[src/rtl/skid_buffer_pkg.sv]
// skid_buffer_pkg: occupancy state encoding shared by the skid buffer.
package skid_buffer_pkg;
    typedef enum logic [1:0] {EMPTY, ONE, FULL} skid_state_e;
endpackage

[src/rtl/skid_buffer_if.sv]
// skid_buffer_if: valid/ready hand-off bundle seen from the buffer (slave) and its neighbours (master).
interface skid_buffer_if #(parameter int width = 32);
    logic             v_i;
    logic             ready_o;
    logic [width-1:0] data_i;
    logic             v_o;
    logic             ready_i;
    logic [width-1:0] data_o;
    modport slave (input v_i, data_i, ready_i, output ready_o, v_o, data_o);
    modport master (output v_i, data_i, ready_i, input ready_o, v_o, data_o);
endinterface

[src/rtl/skid_buffer_dff.sv]
// skid_buffer_dff: enable-gated register cleared to zero by synchronous reset.
module skid_buffer_dff #(parameter int width = 32) (
    input  logic             clk_i,
    input  logic             rst_i,
    input  logic             en_i,
    input  logic [width-1:0] d_i,
    output logic [width-1:0] q_o
);
    always_ff @(posedge clk_i)
        q_o <= rst_i ? '0 : en_i ? d_i : q_o;
endmodule

[src/rtl/skid_buffer.sv]
// skid_buffer: two-entry valid/ready skid buffer; ready_o depends on state only.
module skid_buffer
    import skid_buffer_pkg::*;
#(parameter int width = 32) (
    input  logic          clk_i,
    input  logic          rst_i,
    input  logic          flush_i,
    skid_buffer_if.slave  bus
);
    skid_state_e      r_state, w_state_next;
    logic             w_in, w_out, w_main_en, w_skid_en;
    logic [width-1:0] w_main_d, r_main, r_skid;

    assign bus.v_o     = r_state != EMPTY;
    assign bus.ready_o = r_state != FULL;
    assign bus.data_o  = r_main;
    assign w_in        = bus.v_i & bus.ready_o;
    assign w_out       = bus.v_o & bus.ready_i;

    always_comb begin
        w_state_next = r_state;
        w_main_en    = 1'b0;
        w_skid_en    = 1'b0;
        w_main_d     = bus.data_i;
        case (r_state)
            EMPTY: begin
                w_main_en    = w_in;
                w_state_next = w_in ? ONE : EMPTY;
            end
            ONE: begin
                w_main_en    = w_in & w_out;
                w_skid_en    = w_in & ~w_out;
                w_state_next = (w_in & ~w_out) ? FULL : (~w_in & w_out) ? EMPTY : ONE;
            end
            FULL: begin
                w_main_en    = w_out;
                w_main_d     = r_skid;
                w_state_next = w_out ? ONE : FULL;
            end
            default: w_state_next = EMPTY;
        endcase
        // flush drops any incoming entry and leaves the payload registers untouched
        if (flush_i) begin
            w_state_next = EMPTY;
            w_main_en    = 1'b0;
            w_skid_en    = 1'b0;
        end
    end

    always_ff @(posedge clk_i)
        r_state <= rst_i ? EMPTY : w_state_next;

    skid_buffer_dff #(.width(width)) u_main (
        .clk_i(clk_i), .rst_i(rst_i), .en_i(w_main_en), .d_i(w_main_d), .q_o(r_main)
    );

    skid_buffer_dff #(.width(width)) u_skid (
        .clk_i(clk_i), .rst_i(rst_i), .en_i(w_skid_en), .d_i(bus.data_i), .q_o(r_skid)
    );
endmodule
[src/flat_wrapper.sv]
// flat-port wrapper written by rule: the top's interface ports become plain ports
module skid_buffer_flat import skid_buffer_pkg::*;
#(parameter int width = 32)
  (clk_i, rst_i, flush_i, bus_v_i, bus_data_i, bus_ready_i, bus_ready_o, bus_v_o, bus_data_o);
  skid_buffer_if #(.width(width)) bus_i ();
  input  logic clk_i;
  input  logic rst_i;
  input  logic flush_i;
  input wire logic [$bits(bus_i.v_i)-1:0] bus_v_i;
  input wire logic [$bits(bus_i.data_i)-1:0] bus_data_i;
  input wire logic [$bits(bus_i.ready_i)-1:0] bus_ready_i;
  output wire logic [$bits(bus_i.ready_o)-1:0] bus_ready_o;
  output wire logic [$bits(bus_i.v_o)-1:0] bus_v_o;
  output wire logic [$bits(bus_i.data_o)-1:0] bus_data_o;
  assign bus_i.v_i = bus_v_i;
  assign bus_i.data_i = bus_data_i;
  assign bus_i.ready_i = bus_ready_i;
  assign bus_ready_o = bus_i.ready_o;
  assign bus_v_o = bus_i.v_o;
  assign bus_data_o = bus_i.data_o;
  skid_buffer #(.width(width)) u_core (.clk_i(clk_i), .rst_i(rst_i), .flush_i(flush_i), .bus(bus_i));
endmodule
[config.mk]
export PLATFORM = sky130hd
export DESIGN_NAME = skid_buffer_flat
export DESIGN_NICKNAME = d
export VERILOG_FILES = /design/src/rtl/skid_buffer_pkg.sv /design/src/rtl/skid_buffer_if.sv /design/src/rtl/skid_buffer_dff.sv /design/src/rtl/skid_buffer.sv /design/src/flat_wrapper.sv
export SDC_FILE = /design/constraint.sdc
export NUM_CORES = 1
export LEC_CHECK = 0
export CORE_ASPECT_RATIO = 1.1
export CORE_UTILIZATION = 56
export DETAILED_ROUTE_END_ITERATION = 10
export DONT_BUFFER_PORTS = 1
export PLACE_DENSITY = 0.81
export SLEW_MARGIN = 40
export SYNTH_ARGS = -nofsm -noshare
export SYNTH_HDL_FRONTEND = slang
export SYNTH_HIERARCHICAL = 1
export SYNTH_SLANG_ARGS = --single-unit
[constraint.sdc]
create_clock -name clk_i -period 2.75 [get_ports clk_i]
set_clock_uncertainty 0.15 [all_clocks]
set_input_delay 0.275 -clock clk_i [delete_from_list [all_inputs] [get_ports clk_i]]
set_output_delay 0.275 -clock clk_i [all_outputs]
set_load 0.02 [all_outputs]
==> results_dict.tcl <==
set metrics [dict create \
    synthToLayoutAreaGrowth_pct 17.2 \
    fin_crit_ns 2.47 \
    fillCellCount 361 \
    holdCritPathClass "in2reg" \
    outcome "complete, no violations" \
    dp.cells 322 \
    async_flop_share_pct 0 \
    fin_crit_sh_pct 89.8 \
    power_density_mw_per_mm2 563 \
    synth-edff-count 0 \
    ant_nets 0 \
    cts_tree "yes" \
    placed_area_sq_mm 0.00298 \
    numCtsBuffers 9 \
    yosysSeqAreaShare_pct 43.4 \
    synth_commonest_cells "dfxtp_1 (66), mux2i_1 (65), nor2_1 (64)" \
    reg2reg_depth 10 \
    ir_drop_mv 0.368 \
    cpPeakStageDelay_ns 0.45 \
    slew_violations 0 \
    setup_slack_ns 0.281 \
    diodes 0 \
    ys_seq_elements 66 \
    synthDistinctLibCells 20 \
    synth_area_sq_mm 0.00304 \
    synth_top_cell_area_share_pct 43.4 \
    final-hold-violation-count 0 \
    startpoint_type "flop" \
    dp_hpwl_um 3200 \
    timing.reg2reg.setup_slack_ns 0.28 \
    grt_overflow 0 \
    ys.flop_type "dfxtp_1" \
    yosysMostFrequentCell "dfxtp_1" \
    grt_max_degree 67 \
    dp_slack_ns 0.321 \
    grt_setup_unrepaired "no" \
    core_sq_mm 0.00510 \
    first_pass_iters 4 \
    cts.sinks 66 \
    vias_per_cell 5.12 \
    post-route-util_pct 69.9 \
    power_frac_clock_pct 37.8 \
    vias 1929 \
    synth.avg_cell_area_sq_um 11.6 \
    totalWireLength_um 5700 \
    clk_latency_ns 0.32 \
    cp.required_ns 2.81 \
    cp-endpoint "u_core/u_main/q_o[21]" \
    total_power_mw 2.00 \
    fp.dieW_um 72.3 \
    finalSetupTns_ns 0 \
    crit_buf_inv 3 \
    antenna_found_initial 0 \
    p_leak_nw 1.45 \
    grt_use_total_pct 20.9 \
    p_comb_share_pct 10.3 \
    r2r-start "u_core/r_state[0]" \
    critPathArrivalTime_ns 2.53 \
    seqPwrFrac_pct 51.9 \
    worst_setup_path_end_kind "flop" \
    die_area_sq_mm 0.00573 \
    initial_core_util_pct 59.6 \
    drt_iter0_markers 66 \
    grt_pass1_wl_um 9180 \
    wl_per_cell_um 15.1 \
    grt_pass1_vias 2037 \
    rows 27 \
    final_cells 377 \
    gp_congestion 0.678 \
    tightest_slew_ns 0.637 \
    htreeDepth 3 \
    power.internal_mw 1.53 \
    switching_power_mw 0.474 \
    cp.depth 10 \
    place.port_buffers 0 \
    fmax_mhz 405 \
    drive_above_1_share_pct 20.3 \
    clk_pin_slew_worst_paths_ns 0.07 \
    worstReg2RegEnd "u_core/u_main/q_o[21]" \
    syn-num-nets 301 \
    cp_max_fo 16 \
    floorplan.io_pins 71 \
    crit_start "u_core/r_state[0]" \
    root_buffer "clkbuf_8" \
    relSlewSlack_pct 57.5 \
    cap_violations 0 \
    die_h_um 79.3 \
    switching_share_pct 23.6 \
    yosys.area.top_type "dfxtp_1" \
    synth_area_leaders "dfxtp_1 (43%), mux2i_1 (21%), mux2_4 (14%)" \
    crit_slowest_cell "dfxtp_1" \
    finalSetupViolCount 0 \
    netlist_instances 262 \
    clockBufferDepth 2 \
    critPathTopFamily "buffers and inverters" \
    nNetsFinal 339 \
    worstSetupPathType "reg2reg" \
    fin_area_sq_mm 0.00356 \
    cp_cell_sequence "or2_2 -> and2_1 -> ha_1 -> nand2b_1 -> o32ai_4 -> buf_4 -> buf_6 -> buf_12 -> mux2i_1 -> nor2_1" \
    drcViolationCount 0 \
    yosys_warnings 6 \
    holdWs_ns 0.0737 \
]
-- how the worst min path moves through the flow --
stage                              from               endpoint  slack (ns)  cells after the start
after floorplan                   rst_i  u_core/u_main/q_o[29]        0.20                      1
after global placement            rst_i   u_core/u_main/q_o[8]        0.20                      1
after detailed placement          rst_i   u_core/u_main/q_o[1]        0.20                      1
after CTS                 bus_data_i[7]   u_core/u_main/q_o[7]        0.06                      3
after global routing      bus_data_i[3]   u_core/u_main/q_o[3]        0.06                      3
final                     bus_data_i[6]   u_core/u_main/q_o[6]        0.07                      3
-- power groups by stage --
stage	Sequential (mW)	Combinational [mW]	Clock, mW
2_1_floorplan	1.06	0.152	0
3_3_place_gp	1.06	0.139	0
6_report	1.04	0.206	0.757
3_5_place_dp	1.06	0.146	0
4_1_cts	1.04	0.203	0.775
5_1_grt	1.04	0.222	0.825
-- kinds of logic after synthesis --
group           after synthesis  share of synthesized area, %
fa+ha+maj                     2                         0.823
flops                        66                          43.4
compound gates                3                         0.740
simple gates                 76                          10.5
buf+inv                      18                          7.77
mux                          97                          36.7
-- routing by layer --
layer | GRT usage [%] | part of all wire [%] | vias to the layer above
li1 | - | - | 967
met1 | 22.3 | 41 | 901
met2 | 37.7 | 52 | 56
met3 | 7.23 | 5.8 | 5
met4 | 7.65 | 0.84 | 0
met5 | 0 | 0 | -
-- layout by cell type, fill, tap and decap left out, drive strengths merged --
cell type,count
dfxtp,66
mux2i,65
nor2,64
dlygate4sd3,34
mux2,32
clkbuf,13
buf,11
clkinv,2
or2,2
and2,2
ha,2
nand2b,2
o32ai,2
bufinv,1
nand2,1
or2b,1
nor3b,1
or3,1
or3b,1
nand3b,1
a21oi,1
-- cell type report --
type / count / area, sq um / area share, %
multi-input combinational: 178 / 1510 / 42.4
timing repair buffer: 45 / 463 / 13.0
sequential: 66 / 1320 / 37.1
clock inverter: 3 / 40.0 / 1.12
clock buffer: 13 / 139 / 3.90
tap: 72 / 90.1 / 2.53
-- what timing repair did --
item	CTS	global route
endpoints found under the hold margin	66	0
hold buffers	35	0
setup endpoints to repair	0	1
resized for setup	0	1
buffers inserted	0	4
-- tightest hold or removal path, cell delays in order --
cell	delay [ns]
mux2_4	0.11
mux2i_1	0.06
nor2_1	0.07
-- sequential cells by signal (all words and copies together), names as in the netlist --
register           cells
u_core/r_state         2
u_core/u_main/q_o     32
u_core/u_skid/q_o     32
No activity file was read; power rests on OpenSTA's default activity.
